### src/rtl/ovl_fire_pkg.sv
// Shared types and constants for the checker fire monitor.
// Holds the monitor FSM state enum and fire bit positions.
package ovl_fire_pkg;

   typedef enum logic [1:0] {
      ST_RUN,
      ST_ALERT,
      ST_HALT
   } mon_state_t;

   localparam int FIRE_ASSERT = 0;
   localparam int FIRE_XCHECK = 1;
   localparam int FIRE_COVER  = 2;
   localparam int FIRE_BUS_W  = 3;

endpackage

### src/rtl/ovl_sat_accum.sv
// Popcount of n_bits inputs added into a saturating counter.
// Ports: clock, reset (async low), clear, en, bits in; count out.
module ovl_sat_accum #(
   parameter int n_bits      = 4,
   parameter int count_width = 8
) (
   input  logic                   clock,
   input  logic                   reset,
   input  logic                   clear,
   input  logic                   en,
   input  logic [n_bits-1:0]      bits,
   output logic [count_width-1:0] count
);

   localparam int pop_width = $clog2(n_bits + 1);
   localparam int sum_width =
      ((count_width > pop_width) ? count_width : pop_width) + 1;
   localparam logic [sum_width-1:0] max_sum =
      sum_width'({count_width{1'b1}});

   logic [pop_width-1:0]   pop;
   logic [sum_width-1:0]   sum;
   logic [count_width-1:0] next_count;

   always_comb begin
      pop = '0;
      for (int i = 0; i < n_bits; i++)
         pop = pop + pop_width'(bits[i]);
   end

   // One spare bit so the overflow is visible before clipping.
   assign sum = sum_width'(count) + sum_width'(pop);
   assign next_count = (sum > max_sum) ? '1 : count_width'(sum);

   always_ff @(posedge clock or negedge reset) begin
      if (!reset)
         count <= '0;
      else if (clear)
         count <= '0;
      else if (en)
         count <= next_count;
   end

endmodule

### src/rtl/ovl_fire_monitor.sv
// Collects checker fire buses into counters, irq FSM, first-fail.
// Ports: clock, reset, enable, fire_in, clear, irq_ack in;
//        irq, *_count, first_fail_idx/valid, halted out.
module ovl_fire_monitor
   import ovl_fire_pkg::*;
#(
   parameter int num_checkers   = 4,
   parameter int count_width    = 8,
   parameter int idx_width      = 4,
   parameter int severity_level = 1
) (
   input  logic                      clock,
   input  logic                      reset,
   input  logic                      enable,
   input  logic [3*num_checkers-1:0] fire_in,
   input  logic                      clear,
   input  logic                      irq_ack,
   output logic                      irq,
   output logic [count_width-1:0]    assert_count,
   output logic [count_width-1:0]    xcheck_count,
   output logic [count_width-1:0]    cover_count,
   output logic [idx_width-1:0]      first_fail_idx,
   output logic                      first_fail_valid,
   output logic                      halted
);

   mon_state_t state;
   logic       armed;
   logic       clear_eff;
   logic       sample;
   logic       fail_any;

   logic [num_checkers-1:0] a_bits;
   logic [num_checkers-1:0] x_bits;
   logic [num_checkers-1:0] c_bits;
   logic [num_checkers-1:0] fail_bits;
   logic [idx_width-1:0]    low_idx;

   // Assertion is async; release is taken one edge later so the
   // first sample lands on the second rising edge after release.
   always_ff @(posedge clock or negedge reset) begin
      if (!reset)
         armed <= 1'b0;
      else
         armed <= 1'b1;
   end

   always_comb begin
      a_bits = '0;
      x_bits = '0;
      c_bits = '0;
      for (int k = 0; k < num_checkers; k++) begin
         a_bits[k] = fire_in[FIRE_BUS_W*k + FIRE_ASSERT];
         x_bits[k] = fire_in[FIRE_BUS_W*k + FIRE_XCHECK];
         c_bits[k] = fire_in[FIRE_BUS_W*k + FIRE_COVER];
      end
   end

   assign fail_bits = a_bits | x_bits;
   assign clear_eff = armed & clear;
   assign sample    = armed & enable & ~clear & (state != ST_HALT);
   assign fail_any  = sample & (|fail_bits);

   // Descending scan leaves the lowest firing index.
   always_comb begin
      low_idx = '0;
      for (int k = num_checkers - 1; k >= 0; k--)
         if (fail_bits[k])
            low_idx = idx_width'(k);
   end

   ovl_sat_accum #(
      .n_bits      (num_checkers),
      .count_width (count_width)
   ) u_assert_acc (
      .clock (clock),
      .reset (reset),
      .clear (clear_eff),
      .en    (sample),
      .bits  (a_bits),
      .count (assert_count)
   );

   ovl_sat_accum #(
      .n_bits      (num_checkers),
      .count_width (count_width)
   ) u_xcheck_acc (
      .clock (clock),
      .reset (reset),
      .clear (clear_eff),
      .en    (sample),
      .bits  (x_bits),
      .count (xcheck_count)
   );

   ovl_sat_accum #(
      .n_bits      (num_checkers),
      .count_width (count_width)
   ) u_cover_acc (
      .clock (clock),
      .reset (reset),
      .clear (clear_eff),
      .en    (sample),
      .bits  (c_bits),
      .count (cover_count)
   );

   always_ff @(posedge clock or negedge reset) begin
      if (!reset) begin
         state            <= ST_RUN;
         irq              <= 1'b0;
         halted           <= 1'b0;
         first_fail_idx   <= '0;
         first_fail_valid <= 1'b0;
      end else if (armed) begin
         if (clear) begin
            state            <= ST_RUN;
            irq              <= 1'b0;
            halted           <= 1'b0;
            first_fail_idx   <= '0;
            first_fail_valid <= 1'b0;
         end else begin
            if (fail_any && !first_fail_valid) begin
               first_fail_idx   <= low_idx;
               first_fail_valid <= 1'b1;
            end
            unique case (state)
               ST_RUN: begin
                  if (fail_any) begin
                     state <= ST_ALERT;
                     irq   <= 1'b1;
                  end
               end
               ST_ALERT: begin
                  if (irq_ack) begin
                     irq <= 1'b0;
                     if (severity_level == 0) begin
                        state  <= ST_HALT;
                        halted <= 1'b1;
                     end else begin
                        state <= ST_RUN;
                     end
                  end
               end
               ST_HALT: begin
                  halted <= 1'b1;
               end
               default: begin
                  state <= ST_RUN;
                  irq   <= 1'b0;
               end
            endcase
         end
      end
   end

endmodule

### config.mk
export PLATFORM = sky130hd
export DESIGN_NAME = ovl_fire_monitor
export DESIGN_NICKNAME = d
export VERILOG_FILES = /design/src/rtl/ovl_fire_pkg.sv /design/src/rtl/ovl_sat_accum.sv /design/src/rtl/ovl_fire_monitor.sv
export SDC_FILE = /design/constraint.sdc
export NUM_CORES = 1
export LEC_CHECK = 0
export CAP_MARGIN = 10
export CORE_ASPECT_RATIO = 0.9
export CORE_MARGIN = 2
export CORE_UTILIZATION = 42
export DETAILED_ROUTE_END_ITERATION = 12
export PLACE_DENSITY = 0.67
export SYNTH_ARGS = -nofsm -noshare
export SYNTH_HDL_FRONTEND = slang
export SYNTH_HIERARCHICAL = 1
export SYNTH_SLANG_ARGS = --single-unit
### constraint.sdc
create_clock -name clock -period 4 [get_ports clock]
set_input_delay 0.4 -clock clock [delete_from_list [all_inputs] [get_ports clock]]
set_output_delay 0.4 -clock clock [all_outputs]
set_load 0.005 [all_outputs]
; ---- Word-level counts from Yosys, hierarchy flattened
; Index checks and enable logic that the tools add are counted.
[op_classes]
addsub = 12
magnitude_cmp = 3
eq_ne = 6
n_mux = 27
bitwise_logic = 7
n_reduce_logical = 10
[op_table]
columns = operator, count
row1 = 8-bit two-way mux, 9
row2 = 8-bit by 3-bit adder with 9-bit output, 3
row3 = 9-bit by 8-bit greater-than comparator with 1-bit output (second input constant), 3
row4 = 3-bit by 1-bit adder with 3-bit output, 6
row5 = 2-bit two-way mux, 6
row6 = 4-bit two-way mux, 3
row7 = 1-bit two-way mux, 7
row8 = 1-bit by 1-bit adder with 2-bit output, 3
row9 = 3-bit != test (second input constant), 2
row10 = 2-bit one-hot mux with 3 select lines, 1
row11 = 2-bit nonzero test, 3
row12 = 1-bit AND, 5
row13 = 2-bit != test (second input constant), 2
row14 = 4-bit OR, 1
row15 = 2-bit AND reduction, 2
row16 = 4-bit AND reduction, 1
row17 = 4-bit OR reduction, 1
row18 = 1-bit one-hot mux with 3 select lines, 1
row19 = 2-bit by 1-bit equality test with 1-bit output (second input constant), 1
row20 = 2-bit equality test (second input constant), 1
row21 = 2-bit logical NOT, 1
row22 = 1-bit logical AND, 1
row23 = 1-bit logical NOT, 1
row24 = 1-bit inverter, 1
[word_totals]
register_bits = 34
output_inout_bits = 31

; ---- Longest topological paths before layout
[logic_depth]
ltp_word = 8
mapped_depth = 9
mapped_depth_nobuf = 9

; ---- Cells and area by module
; The synthesis kept the hierarchy.
[modules_own_cells]
columns = module, n_inst, cells_per_inst, area_each_um2
row1 = ovl_sat_accum (u_assert_acc ...), 2, 51, 510.5
row2 = ovl_sat_accum (u_cover_acc), 1, 51, 504.2
row3 = ovl_fire_monitor, 1, 32, 319.1

; ---- Worst setup path after synthesis
; No wires, ideal clock.
[synth_path]
path_type = input -> register
startpoint = input fire_in[0]
endpoint = register u_assert_acc.count[1]
setup_time_ns = 0.087
arrival_time_ns = 2.258
required_time_ns = 3.913
path_slack_ns = 1.655
cell_stages = 9
n_path_buf = 0
cell_sequence = fa_1 inv_1 fa_1 inv_1 fa_1 and4_4 and4_4 nor2_2 a211oi_2
[synth_between]
elab_chain_len = 8
[synth_lines]
columns = element, line
row1 = from (decl), ovl_fire_monitor.sv:15  ; input logic [3*num_checkers-1:0] fire_in,
row2 = 1-bit by 1-bit adder with 2-bit output *, ovl_sat_accum.sv:28  ; pop = pop + pop_width'(bits[i]);
row3 = 3-bit by 1-bit adder with 3-bit output * (2 in series), ovl_sat_accum.sv:28
row4 = 8-bit by 3-bit adder with 9-bit output *, ovl_sat_accum.sv:32  ; assign sum = sum_width'(count) + sum_width'(pop);
row5 = 9-bit by 8-bit greater-than comparator with 1-bit output, ovl_sat_accum.sv:33  ; assign next_count = (sum > max_sum) ? '1 : count_width'(sum);
row6 = 8-bit two-way mux *, ovl_sat_accum.sv:33
row7 = 8-bit two-way mux *, ovl_sat_accum.sv:40  ; else if (en)
row8 = 8-bit two-way mux *, ovl_sat_accum.sv:38  ; else if (clear)
row9 = to (signal assigned), ovl_sat_accum.sv:41  ; count <= next_count;
row10 = to (decl), ovl_sat_accum.sv:12  ; output logic [count_width-1:0] count
; Every way passes the cells marked *; elsewhere a longest branch is shown, timed or not. The select of a mux whose other input is x is not followed.
; A chain may end at the register's enable or synchronous reset.

; ---- Worst setup path after layout
[layout_path]
startpoint = input fire_in[0]
endpoint = register u_assert_acc.count[0]
; Same word-level chain as after synthesis.

==> results.toml <==
[placed_design]
portBuffers = 45
dp_slack_ps = 984
globalplace.congestion = 0.797
dp_hpwl_mm = 2.82

[clock_network]
cts_root_buf = "clkbuf_8"
clock_sinks = 30
clock_latency_ps = 280
postCtsSetupBuffers = 0
tritoncts = "yes"
clk_pin_slew_ps = 60
cts_htree_levels = 2
cts_buffers = 5
post_cts_resized = 0
ctsLongestPathBuffers = 2
ctsHoldBuffers = 0

[sta]
rsz0062_at_grt = "false"
setup_ws_ps = 1260
post-route-min-period_ps = 2740
fin_skew_ps = 4.14
finalCritPeriodShare_pct = 68.6
hold_viol = 0
final-max-slew-violation-count = 0
worst_slew_pin_slew_ps = 783
clock.fmax_mhz = 364
setup-tns-final_ps = 0
finalSetupViolations = 0
slew_headroom_pct = 47.7

[setup_path]
cp.arrival_ps = 2920
cp_max_fo = 4
critPathKind = "in2reg"
end_kind = "flop"
crit_path_start_kind = "primary input"
cp.required_ps = 4170

[die]
initial_core_util_pct = 44.4
dieArea_um2 = 4940
rows = 22
io_pins = 48
core-area_um2 = 4160
fp.dieH_um = 66.9
die_w_um = 73.9

[logic_synthesis]
synth_common_cells = "30 x dfrtp_1, 19 x nor2_1, 18 x inv_1"
yosysWarnings = 6
synth_area_um2 = 1840
syn-instance-count = 185
synth_top_area_share_pct = 40.7
synth_most_common_cell = "dfrtp_1"
synth_ff_type = "dfrtp_1"
yosysSeqAreaShare_pct = 40.7
synthArstFlopShare_pct = 100
synth.avg_cell_area_um2 = 9.97
synth-seq-cells = 30
synth_area_leaders = "dfrtp_1 41%, fa_1 9.8%, nor2_1 3.9%"
synth_edf_count = 0
synth_top_area_cell = "dfrtp_1"
synth.distinct_cells = 38

[run_status]
status = "completed"

[global_routing]
grt_pass1_wl_mm = 6.52
antenna_found_initial = 0
grt_max_degree = 31
grt.total_usage_pct = 17.5
grt_pass1_vias = 1361
globalRouteOverflowTotal = 0

[detailed_routing]
totalWireLength_mm = 3.92
postRouteAntennaNets = 0
route.vias.total = 1516
drc = 0
drt_iter0_drc = 94
via_per_inst = 5.14
dr.pass1.iters = 5
wl_per_cell_um = 13.3

[finish]
area_growth_pct = 32.3
nNetsFinal = 263
drive_gt1_share_pct = 11.5
nFillCells = 352
diodes = 0

[power]
cellPowerDensity_nw_per_um2 = 310
leakagePower_nw = 1.05
ir_drop_v = 0.000180

[hold_path]
hold_class = "reg2reg"

[job]
cap_violations = 0
cell type report:
type	instances	area, um^2	share of cell area (%)
multi-input cells	132	990	40.6
inverters	18	67.6	2.77
clock inverters	1	5.00	0.205
clock buffers	7	86.3	3.54
flip-flops and latches	30	751	30.8
repair buffers	47	465	19.1
well taps	60	75.1	3.08
routing by layer:
| layer | up-vias | routed length [um] | global-route usage, % |
|---|---|---|---|
| met5 | - | 0 | 0 |
| met1 | 703 | 2010 | 25.4 |
| met2 | 47 | 1660 | 24.8 |
| li1 | 764 | - | - |
| met4 | 0 | 14 | 4.09 |
| met3 | 2 | 227 | 6.05 |
kinds of logic after synthesis:
logic type | share of synthesized area, %
simple gates | 22.0
flops | 40.7
mux | 1.63
compound gates | 17.6
other cells | 0.407
fa+ha+maj | 11.8
buf+inv | 5.83
placed cells by master, fill, tap and decap left out, types with 3 or more instances in the layout:
cell / n
a31oi_1: 11
and4_4: 4
nor2_1: 19
nand2b_1: 4
nand3_1: 10
nor3_1: 6
clkdlybuf4s50_1: 45
ha_1: 3
o21bai_1: 5
inv_1: 18
nand2_1: 6
clkbuf_8: 6
mux2i_1: 3
fa_1: 9
a21oi_1: 8
conb_1: 3
and4_2: 3
nand4_1: 7
a311oi_1: 4
a211oi_1: 4
dfrtp_1: 30
a21oi_2: 3
stage by stage:
stage | hold slack (ps) | total power, W | std cells | utilization [%] | area [um^2]
global placement | 475 | 0.000513 | 287 | 56.5 | 2350
detailed placement | 478 | 0.000514 | 287 | 56.5 | 2350
finish | 484 | 0.000756 | 295 | 58.7 | 2440
global route | 514 | 0.000808 | 295 | 58.7 | 2440
CTS | 495 | 0.000771 | 295 | 58.7 | 2440
floorplan | 104 | 0.000436 | 186 | - | 1850
critical path, stage by stage:
cell and delay (ps):
clkdlybuf4s50_1 480, fa_1 560, inv_1 50, fa_1 370, inv_1 80, fa_1 220
and4_4 250, nand4_1 190, a311oi_1 320
flip-flops by register name (all words and copies together) (netlist names):
name and flops:
u_assert_acc/count 8, u_cover_acc/count 8, u_xcheck_acc/count 8, first_fail_idx 2
armed 1, first_fail_valid 1, halted 1, state 1
final timing paths:
path,cells past startpoint,slack (ps),endpoint,start
worst max-delay path,9,1260,u_assert_acc/count[0]$_DFFE_PN0P_,fire_in[0]
worst min-delay path,1,480,halted$_DFFE_PN0P_,halted$_DFFE_PN0P_
worst max register to register,7,1960,u_assert_acc/count[0]$_DFFE_PN0P_,u_assert_acc/count[0]$_DFFE_PN0P_
worst min register to register,1,480,halted$_DFFE_PN0P_,halted$_DFFE_PN0P_
max in group asynchronous,2,3200,u_cover_acc/count[7]$_DFFE_PN0P_,reset
min in group asynchronous,2,510,u_assert_acc/count[5]$_DFFE_PN0P_,reset
report_power, final:
| group | switching (W) | internal, W |
|---|---|---|
| Clock | 0.000110 | 0.000139 |
| Sequential | 0.0000203 | 0.000320 |
| Combinational | 0.0000783 | 0.0000895 |
No activity file was read; power rests on OpenSTA's default activity.
